### src/rtl/toycpu_pkg.sv
// Shared opcodes, instruction field positions, FSM states and decode types
// for the toy CPU control unit.
package toycpu_pkg;

    localparam logic [5:0] OP_ADD  = 6'd0;
    localparam logic [5:0] OP_LDI  = 6'd1;
    localparam logic [5:0] OP_JZ   = 6'd2;
    localparam logic [5:0] OP_JC   = 6'd3;
    localparam logic [5:0] OP_JMP  = 6'd4;
    localparam logic [5:0] OP_HALT = 6'd5;
    localparam logic [5:0] OP_MV   = 6'd63;

    localparam int OP_MSB  = 15;
    localparam int OP_LSB  = 10;
    localparam int RD_MSB  = 9;
    localparam int RD_LSB  = 8;
    localparam int RS_MSB  = 7;
    localparam int RS_LSB  = 6;
    localparam int IMM_MSB = 7;
    localparam int IMM_LSB = 0;

    typedef enum logic [2:0] {
        ST_FETCH,
        ST_DECODE,
        ST_EXEC,
        ST_WB,
        ST_HALT
    } state_t;

    typedef enum logic [2:0] {
        CLS_ALU,
        CLS_LDI,
        CLS_JUMP,
        CLS_HALT,
        CLS_ILLEGAL
    } iclass_t;

    typedef struct packed {
        iclass_t    cls;
        logic [5:0] op;
        logic [1:0] rd;
        logic [1:0] rs;
        logic [7:0] imm;
    } decoded_t;

endpackage

### src/rtl/toycpu_if.sv
// Bus bundle between the control unit and its instruction memory,
// register file and ALU.
interface toycpu_if #(
    parameter int PC_W = 8
);
    logic            imem_req;
    logic [PC_W-1:0] imem_addr;
    logic            imem_ack;
    logic [15:0]     imem_data;
    logic [1:0]      rf_ra1;
    logic [1:0]      rf_ra2;
    logic            rf_we;
    logic [1:0]      rf_wa;
    logic [15:0]     rf_wd;
    logic [5:0]      alu_op;
    logic [15:0]     alu_out;
    logic            c_flag;
    logic            z_flag;

    modport master (
        output imem_req, imem_addr, rf_ra1, rf_ra2, rf_we, rf_wa, rf_wd, alu_op,
        input  imem_ack, imem_data, alu_out, c_flag, z_flag
    );

    modport slave (
        input  imem_req, imem_addr, rf_ra1, rf_ra2, rf_we, rf_wa, rf_wd, alu_op,
        output imem_ack, imem_data, alu_out, c_flag, z_flag
    );
endinterface

### src/rtl/toycpu_decode.sv
// Combinational decoder: splits the instruction register into fields and
// classifies the opcode.
module toycpu_decode
    import toycpu_pkg::*;
(
    input  logic [15:0] ir,
    output decoded_t    dec
);

    always_comb begin
        dec.op  = ir[OP_MSB:OP_LSB];
        dec.rd  = ir[RD_MSB:RD_LSB];
        dec.rs  = ir[RS_MSB:RS_LSB];
        dec.imm = ir[IMM_MSB:IMM_LSB];
        case (ir[OP_MSB:OP_LSB])
            OP_ADD, OP_MV:       dec.cls = CLS_ALU;
            OP_LDI:              dec.cls = CLS_LDI;
            OP_JZ, OP_JC, OP_JMP: dec.cls = CLS_JUMP;
            OP_HALT:             dec.cls = CLS_HALT;
            default:             dec.cls = CLS_ILLEGAL;
        endcase
    end

endmodule

### src/rtl/toycpu_ctrl.sv
// Multi-cycle control unit: FETCH -> DECODE -> (EXEC) -> (WB) sequencing of
// a 16-bit instruction stream against an external register file and ALU.
module toycpu_ctrl
    import toycpu_pkg::*;
#(
    parameter int PC_W          = 8,
    parameter int FETCH_TIMEOUT = 0
) (
    input  logic            clk,
    input  logic            rst,
    toycpu_if.master        bus,
    output logic [PC_W-1:0] pc,
    output logic            halted,
    output logic            illegal
);

    localparam int TO_LAST = (FETCH_TIMEOUT > 0) ? FETCH_TIMEOUT - 1 : 0;

    state_t          state, state_next;
    logic [PC_W-1:0] pc_next;
    logic [15:0]     ir, ir_next;
    logic [15:0]     result, result_next;
    logic            illegal_next;
    logic [31:0]     wait_cnt, wait_cnt_next;
    logic            jump_taken;
    logic            timeout;
    decoded_t        dec;

    toycpu_decode u_decode (
        .ir  (ir),
        .dec (dec)
    );

    always_comb begin
        case (dec.op)
            OP_JZ:   jump_taken = bus.z_flag;
            OP_JC:   jump_taken = bus.c_flag;
            OP_JMP:  jump_taken = 1'b1;
            default: jump_taken = 1'b0;
        endcase
    end

    assign timeout = (FETCH_TIMEOUT > 0) && (wait_cnt == 32'(TO_LAST));
    assign halted  = (state == ST_HALT);

    always_comb begin
        // NOTE: every next-value and output is defaulted first so no path through the case leaves one unassigned and infers a latch.
        state_next    = state;
        pc_next       = pc;
        ir_next       = ir;
        result_next   = result;
        illegal_next  = illegal;
        wait_cnt_next = '0;
        bus.imem_req  = 1'b0;
        bus.imem_addr = pc;
        bus.rf_ra1    = dec.rd;
        bus.rf_ra2    = dec.rs;
        bus.rf_we     = 1'b0;
        bus.rf_wa     = dec.rd;
        bus.rf_wd     = result;
        bus.alu_op    = OP_MV;

        case (state)
            ST_FETCH: begin
                // The state register resets to FETCH, so the request is masked while reset is held.
                bus.imem_req = !rst;
                if (bus.imem_ack) begin
                    ir_next    = bus.imem_data;
                    state_next = ST_DECODE;
                end else if (timeout) begin
                    illegal_next = 1'b1;
                    state_next   = ST_HALT;
                end else begin
                    wait_cnt_next = wait_cnt + 32'd1;
                end
            end
            ST_DECODE: begin
                case (dec.cls)
                    CLS_ALU:  state_next = ST_EXEC;
                    CLS_LDI:  state_next = ST_WB;
                    CLS_JUMP: begin
                        pc_next    = jump_taken ? PC_W'(dec.imm) : pc + PC_W'(1);
                        state_next = ST_FETCH;
                    end
                    CLS_HALT: state_next = ST_HALT;
                    default: begin
                        illegal_next = 1'b1;
                        state_next   = ST_HALT;
                    end
                endcase
            end
            ST_EXEC: begin
                bus.alu_op  = dec.op;
                result_next = bus.alu_out;
                state_next  = ST_WB;
            end
            ST_WB: begin
                bus.rf_we  = 1'b1;
                bus.rf_wd  = (dec.cls == CLS_LDI) ? {8'h00, dec.imm} : result;
                pc_next    = pc + PC_W'(1);
                state_next = ST_FETCH;
            end
            ST_HALT: ;
            default: state_next = ST_FETCH;
        endcase
    end

    always_ff @(posedge clk or posedge rst) begin
        if (rst) begin
            state    <= ST_FETCH;
            pc       <= '0;
            ir       <= '0;
            result   <= '0;
            illegal  <= 1'b0;
            wait_cnt <= '0;
        end else begin
            // NOTE: non-blocking assignments so every register samples pre-edge values and updates together.
            state    <= state_next;
            pc       <= pc_next;
            ir       <= ir_next;
            result   <= result_next;
            illegal  <= illegal_next;
            wait_cnt <= wait_cnt_next;
        end
    end

endmodule

### src/flat_wrapper.sv
// flat-port wrapper written by rule: the top's interface ports become plain ports
module toycpu_ctrl_flat import toycpu_pkg::*;
#(
    parameter int PC_W          = 8,
    parameter int FETCH_TIMEOUT = 0
)
  (clk, rst, pc, halted, illegal, bus_imem_req, bus_imem_addr, bus_rf_ra1, bus_rf_ra2, bus_rf_we, bus_rf_wa, bus_rf_wd, bus_alu_op, bus_imem_ack, bus_imem_data, bus_alu_out, bus_c_flag, bus_z_flag);
  toycpu_if #(.PC_W(PC_W)) bus_i ();
  input  logic clk;
  input  logic rst;
  output logic [PC_W-1:0] pc;
  output logic halted;
  output logic illegal;
  output wire logic [$bits(bus_i.imem_req)-1:0] bus_imem_req;
  output wire logic [$bits(bus_i.imem_addr)-1:0] bus_imem_addr;
  output wire logic [$bits(bus_i.rf_ra1)-1:0] bus_rf_ra1;
  output wire logic [$bits(bus_i.rf_ra2)-1:0] bus_rf_ra2;
  output wire logic [$bits(bus_i.rf_we)-1:0] bus_rf_we;
  output wire logic [$bits(bus_i.rf_wa)-1:0] bus_rf_wa;
  output wire logic [$bits(bus_i.rf_wd)-1:0] bus_rf_wd;
  output wire logic [$bits(bus_i.alu_op)-1:0] bus_alu_op;
  input wire logic [$bits(bus_i.imem_ack)-1:0] bus_imem_ack;
  input wire logic [$bits(bus_i.imem_data)-1:0] bus_imem_data;
  input wire logic [$bits(bus_i.alu_out)-1:0] bus_alu_out;
  input wire logic [$bits(bus_i.c_flag)-1:0] bus_c_flag;
  input wire logic [$bits(bus_i.z_flag)-1:0] bus_z_flag;
  assign bus_imem_req = bus_i.imem_req;
  assign bus_imem_addr = bus_i.imem_addr;
  assign bus_rf_ra1 = bus_i.rf_ra1;
  assign bus_rf_ra2 = bus_i.rf_ra2;
  assign bus_rf_we = bus_i.rf_we;
  assign bus_rf_wa = bus_i.rf_wa;
  assign bus_rf_wd = bus_i.rf_wd;
  assign bus_alu_op = bus_i.alu_op;
  assign bus_i.imem_ack = bus_imem_ack;
  assign bus_i.imem_data = bus_imem_data;
  assign bus_i.alu_out = bus_alu_out;
  assign bus_i.c_flag = bus_c_flag;
  assign bus_i.z_flag = bus_z_flag;
  toycpu_ctrl #(.PC_W(PC_W), .FETCH_TIMEOUT(FETCH_TIMEOUT)) u_core (.clk(clk), .rst(rst), .bus(bus_i), .pc(pc), .halted(halted), .illegal(illegal));
endmodule
### config.mk
export PLATFORM = sky130hd
export DESIGN_NAME = toycpu_ctrl_flat
export DESIGN_NICKNAME = d
export VERILOG_FILES = /design/src/rtl/toycpu_pkg.sv /design/src/rtl/toycpu_if.sv /design/src/rtl/toycpu_decode.sv /design/src/rtl/toycpu_ctrl.sv /design/src/flat_wrapper.sv
export SDC_FILE = /design/constraint.sdc
export NUM_CORES = 1
export LEC_CHECK = 0
export CAP_MARGIN = 20
export CELL_PAD_IN_SITES_DETAIL_PLACEMENT = 1
export CELL_PAD_IN_SITES_GLOBAL_PLACEMENT = 1
export CORE_MARGIN = 2
export CORE_UTILIZATION = 38
export DETAILED_ROUTE_END_ITERATION = 7
export GPL_TIMING_DRIVEN = 0
export PLACE_DENSITY_LB_ADDON = 0.1
export SYNTH_ARGS = -nofsm -noshare
export SYNTH_HDL_FRONTEND = slang
export SYNTH_HIERARCHICAL = 1
export SYNTH_SLANG_ARGS = --single-unit
export TNS_END_PERCENT = 50
### constraint.sdc
create_clock -name clk -period 4.3 [get_ports clk]
set_input_delay 0.86 -clock clk [delete_from_list [all_inputs] [get_ports clk]]
set_output_delay 0.86 -clock clk [all_outputs]
set_load 0.05 [all_outputs]
* After elaboration in Yosys (flattened, before gate mapping) *
Index checks and enable logic that the tools add are counted.

word-level totals
  output and inout bits = 48
  bits in registers = 44

cells by class
  reduce and logical (&&, ||, !) cells = 12
  bitwise operators = 2
  mux-type cells = 13
  $add $sub $neg = 1
  equality and inequality tests = 15

operator list
  cell                   count
  $mux W16               2
  $pmux W3 S4            2
  $mux W8                2
  $pmux W8 S2            1
  $eq A3 B2 Y1 const B   4
  $eq A6 B2 Y1 const B   2
  $eq A6 B3 Y1 const B   2
  $pmux W3 S3            1
  $add A8 B1 Y8 const B  1
  $reduce_and A2 Y1      4
  $eq A3 B1 Y1 const B   2
  $eq A6 B1 Y1 const B   1
  $eq A6 B6 Y1 const B   1
  $logic_not A3 Y1       2
  $logic_not A6 Y1       1
  $mux W6                1
  $reduce_or A4 Y1       1
  $eq A3 B3 Y1 const B   1
  $mux W3                1
  $pmux W1 S3            1
  $reduce_or A3 Y1       1
  $mux W1                2
  $ne A2 B1 Y1 const B   1
  $ne A2 B2 Y1 const B   1
  other kinds (4)        5

* Depth between registers and ports, before layout *
  depth after elaboration = 7
  mapped depth = 6
  mapped depth without buffers = 6

* Hierarchy *
Netlist, hierarchy kept.

modules (own cells, without submodules)
  module         cells each  seq. area each (sq um)  instances  area each (sq um)
  toycpu_ctrl    207         1101.1                  1          2388.5
  toycpu_decode  25          0.0                     1          191.4

* Worst setup path after synthesis *
Ideal clock, no wire load.

  kind = input to output
  start point = in rst
  end point = out bus_imem_req
  buffers on the path = 0
  stages on the path = 1
  arrival time = 2309 ps
  setup slack = 1131 ps
  cells stage by stage = nor4_1

between the ends
  word-level cells in the longest chain between the ends = 2

RTL lines
  what                line                source
  start: declaration  flat_wrapper.sv:10  input logic rst;
  $logic_not A1 Y1    toycpu_ctrl.sv:66   bus.imem_req = !rst;
  $mux W1             toycpu_ctrl.sv:63   case (state)
  end: declaration    flat_wrapper.sv:14  output wire logic [$bits(bus_i.imem_req)-1:0] bus_imem_req;

Every way passes these cells.

==> results <==
==> worst max-delay path, stage by stage (launching register included) <==
cell,delay [ns]
dfrtp_1,0.42
or3_4,0.41
mux2_4,0.31
nor2_1,0.21
nand3_2,0.24
buf_2,0.28
mux2_4,0.31
clkdlybuf4s50_1,0.70
==> kinds of logic (layout without fill, tap and decap cells) <==
group	Yosys count	count (layout)	share of synthesized area
buffers and inverters	41	134	0.1072
muxes	41	41	0.1833
AOI/OAI and AO/OA	41	41	0.1266
and+or+nand+nor	63	63	0.1479
adders and majority gates	1	1	0.004849
xor gates and xnor gates	1	1	0.003395
DFF	44	44	0.4268
==> final cells by class <==
| cell class | count | share of cell area |
|---|---|---|
| Timing Repair Buffer | 85 | 0.2365 |
| Multi-Input combinational cell | 147 | 0.3317 |
| Inverter | 6 | 0.006188 |
| Sequential cell | 44 | 0.3025 |
| Tap cell | 80 | 0.02750 |
| Buffer | 35 | 0.06978 |
| Clock buffer | 7 | 0.02372 |
| Clock inverter | 1 | 0.002063 |
==> registers in the layout, indices dropped and copies added, names as in the netlist <==
name,cells
u_core/result,16
u_core/ir,16
u_core/state,3
u_core/bus.imem_addr,8
u_core/illegal,1
==> cells in the final DEF (no fill, tap or decap), drive strengths merged, types with 2 or more instances in the layout <==
cell type and count:
clkbuf 7, a21oi 6, a211oi 2, dfrtp 44, clkdlybuf4s50 84, or3 2
nand2b 10, o211ai 7, nor2 13, nor3b 2, nor3 4, inv 6
buf 36, and2 8, nand3 4, a22o 2, a32oi 2, o211a 2
nand4 2, mux2 41, a31oi 3, a2111o 2, o21ai 6, nand2 13
==> cells in the mapped netlist, types with 3 or more instances <==
master     n  area share
dfrtp_1   44        0.43
mux2_2    38        0.17
buf_4     29       0.084
nand2_1   12       0.017
nor2_1    12       0.017
nand2b_1   9       0.022
and2_1     8       0.019
o211ai_1   7       0.020
a21oi_1    5      0.0097
buf_2      5      0.0097
inv_1      5      0.0073
o21ai_0    4      0.0078
a31oi_1    3      0.0073
mux2_4     3       0.017
nand3_1    3      0.0058
nor3_1     3      0.0058
==> metal layers <==
layer	track usage	up-vias
li1	-	989
met1	0.2574	1023
met2	0.3014	56
met3	0.03048	7
met4	0.03267	0
met5	0	-
==> per-stage QoR <==
step                      cell area, um2  utilization
after floorplan                     2580            -
after global placement              3521       0.5270
after detailed placement            3541       0.5300
after CTS                           3635       0.5440
after global routing                3640       0.5448
final                               3640       0.5448
==> power breakdown <==
part	internal (mW)	leakage, nW	total, mW	switching (mW)
Clock	0.131	0.0445	0.274	0.143
Sequential	0.580	0.519	0.694	0.114
Combinational	0.686	0.971	1.58	0.894
==> worst paths after layout <==
path,from,end,slack [ns]
setup reg to reg,u_core/ir[13]$_DFFE_PP0P_,u_core/bus.imem_addr[6]$_DFFE_PP0P_,1.80
max in group asynchronous,rst,u_core/ir[13]$_DFFE_PP0P_,2.85
hold reg to reg,u_core/illegal$_DFFE_PP0P_,u_core/illegal$_DFFE_PP0P_,0.49
setup / recovery,u_core/ir[13]$_DFFE_PP0P_,bus_rf_wd[6],0.27
min in group asynchronous,rst,u_core/state[1]$_DFFE_PP0P_,0.95
hold / removal,u_core/illegal$_DFFE_PP0P_,u_core/illegal$_DFFE_PP0P_,0.49
==> repair_timing <==
item,4_1_cts,5_1_grt
setup endpoints to repair,0,2
hold endpoints to repair,0,0
gates resized for setup,0,1
==> impl_metrics.env <==
export IMPL_outcome="finished, final reports clean"
export IMPL_cts_buffers=5
export IMPL_rr_worst_depth=6
export IMPL_drt_first_iter_violations=106
export IMPL_multi_input_comb_area_um2=1207
export IMPL_clock_latency_ns=0.30
export IMPL_number_of_pins_exceeding_their_max_slew_limit_in_the_final_report=0
export IMPL_avgSynthCellArea_um2=11.12
export IMPL_timing_slew_headroom=0.5461
export IMPL_initial_core_utilization=0.3861
export IMPL_final_worst_path_period_share=0.9376
export IMPL_power_mw=2.548
export IMPL_fp_dieArea_um2=7464
export IMPL_timing_final_setup_violations=0
export IMPL_cts_post_setup_buffers_inserted=0
export IMPL_post_placement_setup_slack_ns=0.3654
export IMPL_synth_enable_flop_cells=0
export IMPL_remaining_drc_errors=0
export IMPL_netlist_instances=232
export IMPL_first_global_vias=2197
export IMPL_crit_path_end_kind="primary output"
export IMPL_final_seq_area_um2=1101
export IMPL_setup_slack_ns=0.2683
export IMPL_cts_hold_buf=0
export IMPL_cts_htree_levels=2
export IMPL_core_um2=6681
export IMPL_yosys_warnings=6
export IMPL_place_congestion=0.7800
export IMPL_detailed_place_hpwl_mm=5.127
export IMPL_dr_pass1_iters=4
export IMPL_totalWireLength_mm=6.637
export IMPL_grt_first_pass_wirelength_mm=10.81
export IMPL_rsz_0062_raised_after_global_routing="no"
export IMPL_fin_worst_hold_slack_ns=0.4890
export IMPL_maxClockFrequency_mhz=248.0
export IMPL_n_antenna_cell=0
export IMPL_fp_dieW_um=86.40
export IMPL_required_time_reported_for_the_critical_path_endpoint_ns=3.44
export IMPL_clk_pin_slew_worst_paths_ns=0.09
export IMPL_power_per_cell_area_nw_per_um2=700.2
export IMPL_wl_met3_um=255
export IMPL_cellLeakagePower_nw=1.534
export IMPL_hold_viol=0
export IMPL_tightestPinTransition_ns=0.6762
export IMPL_routed_via_count=2075
export IMPL_synth_async_reset_ratio=1.000
export IMPL_cts_num_sinks=44
export IMPL_final_setup_tns_ns=0
export IMPL_grt_start_max_net_pins=24
export IMPL_synth_lib_cells_used_distinct=50
export IMPL_min_delay_path_class="reg2reg"
export IMPL_cts_root_buffer="clkbuf_8"
export IMPL_ys_ff_latch=44
export IMPL_placed_cells_incl_taps=397
export IMPL_die_span_y_um=86.40
export IMPL_drive_above_1_share=0.3108
export IMPL_routed_wl_met2_mm=3.312
export IMPL_avgRoutedWirePerCell_um=16.39
export IMPL_timing_max_cap_violations=0
export IMPL_ys_dominant_reg_cell="dfrtp_1"
export IMPL_cell_count_of_the_worst_hold_path=1
export IMPL_clock_path_buffers=2
export IMPL_combined_global_route_utilization_of_all_metal_layers=0.1831
export IMPL_route_antenna_remaining_nets=0
export IMPL_vias_per_cell=5.123
export IMPL_cts_tree="built"
export IMPL_layout_filler_cells=723
export IMPL_worst_setup_path_type="reg2out"
export IMPL_globalRoute_totalOverflow=0
export IMPL_initial_antenna_violation_count=0
export IMPL_timing_critical_path_fanout_max=10
export IMPL_synth_nets=270
export IMPL_wl_met1_mm=3.022
export IMPL_design_final_nets=362
export IMPL_placement_io_buffers=84
export IMPL_critical_path_arrival_ns=3.17
export IMPL_highest_signal_layer="met4"
export IMPL_instances_no_fill=405
export IMPL_num_rows=30
export IMPL_synth_yosys_seq_area_share=0.4268
export IMPL_startpoint_type="flip-flop"
export IMPL_area_growth_syn_to_layout_pct=41.08
export IMPL_synth_area_um2=2580
export IMPL_worst_voltage_drop_across_the_vdd_grid_uv=420.2
export IMPL_final_setup_skew_ns=0.008611
export IMPL_timing_final_crit_period_ns=4.032
export IMPL_num_io_pins=85
(Power assumes the default switching activity.)
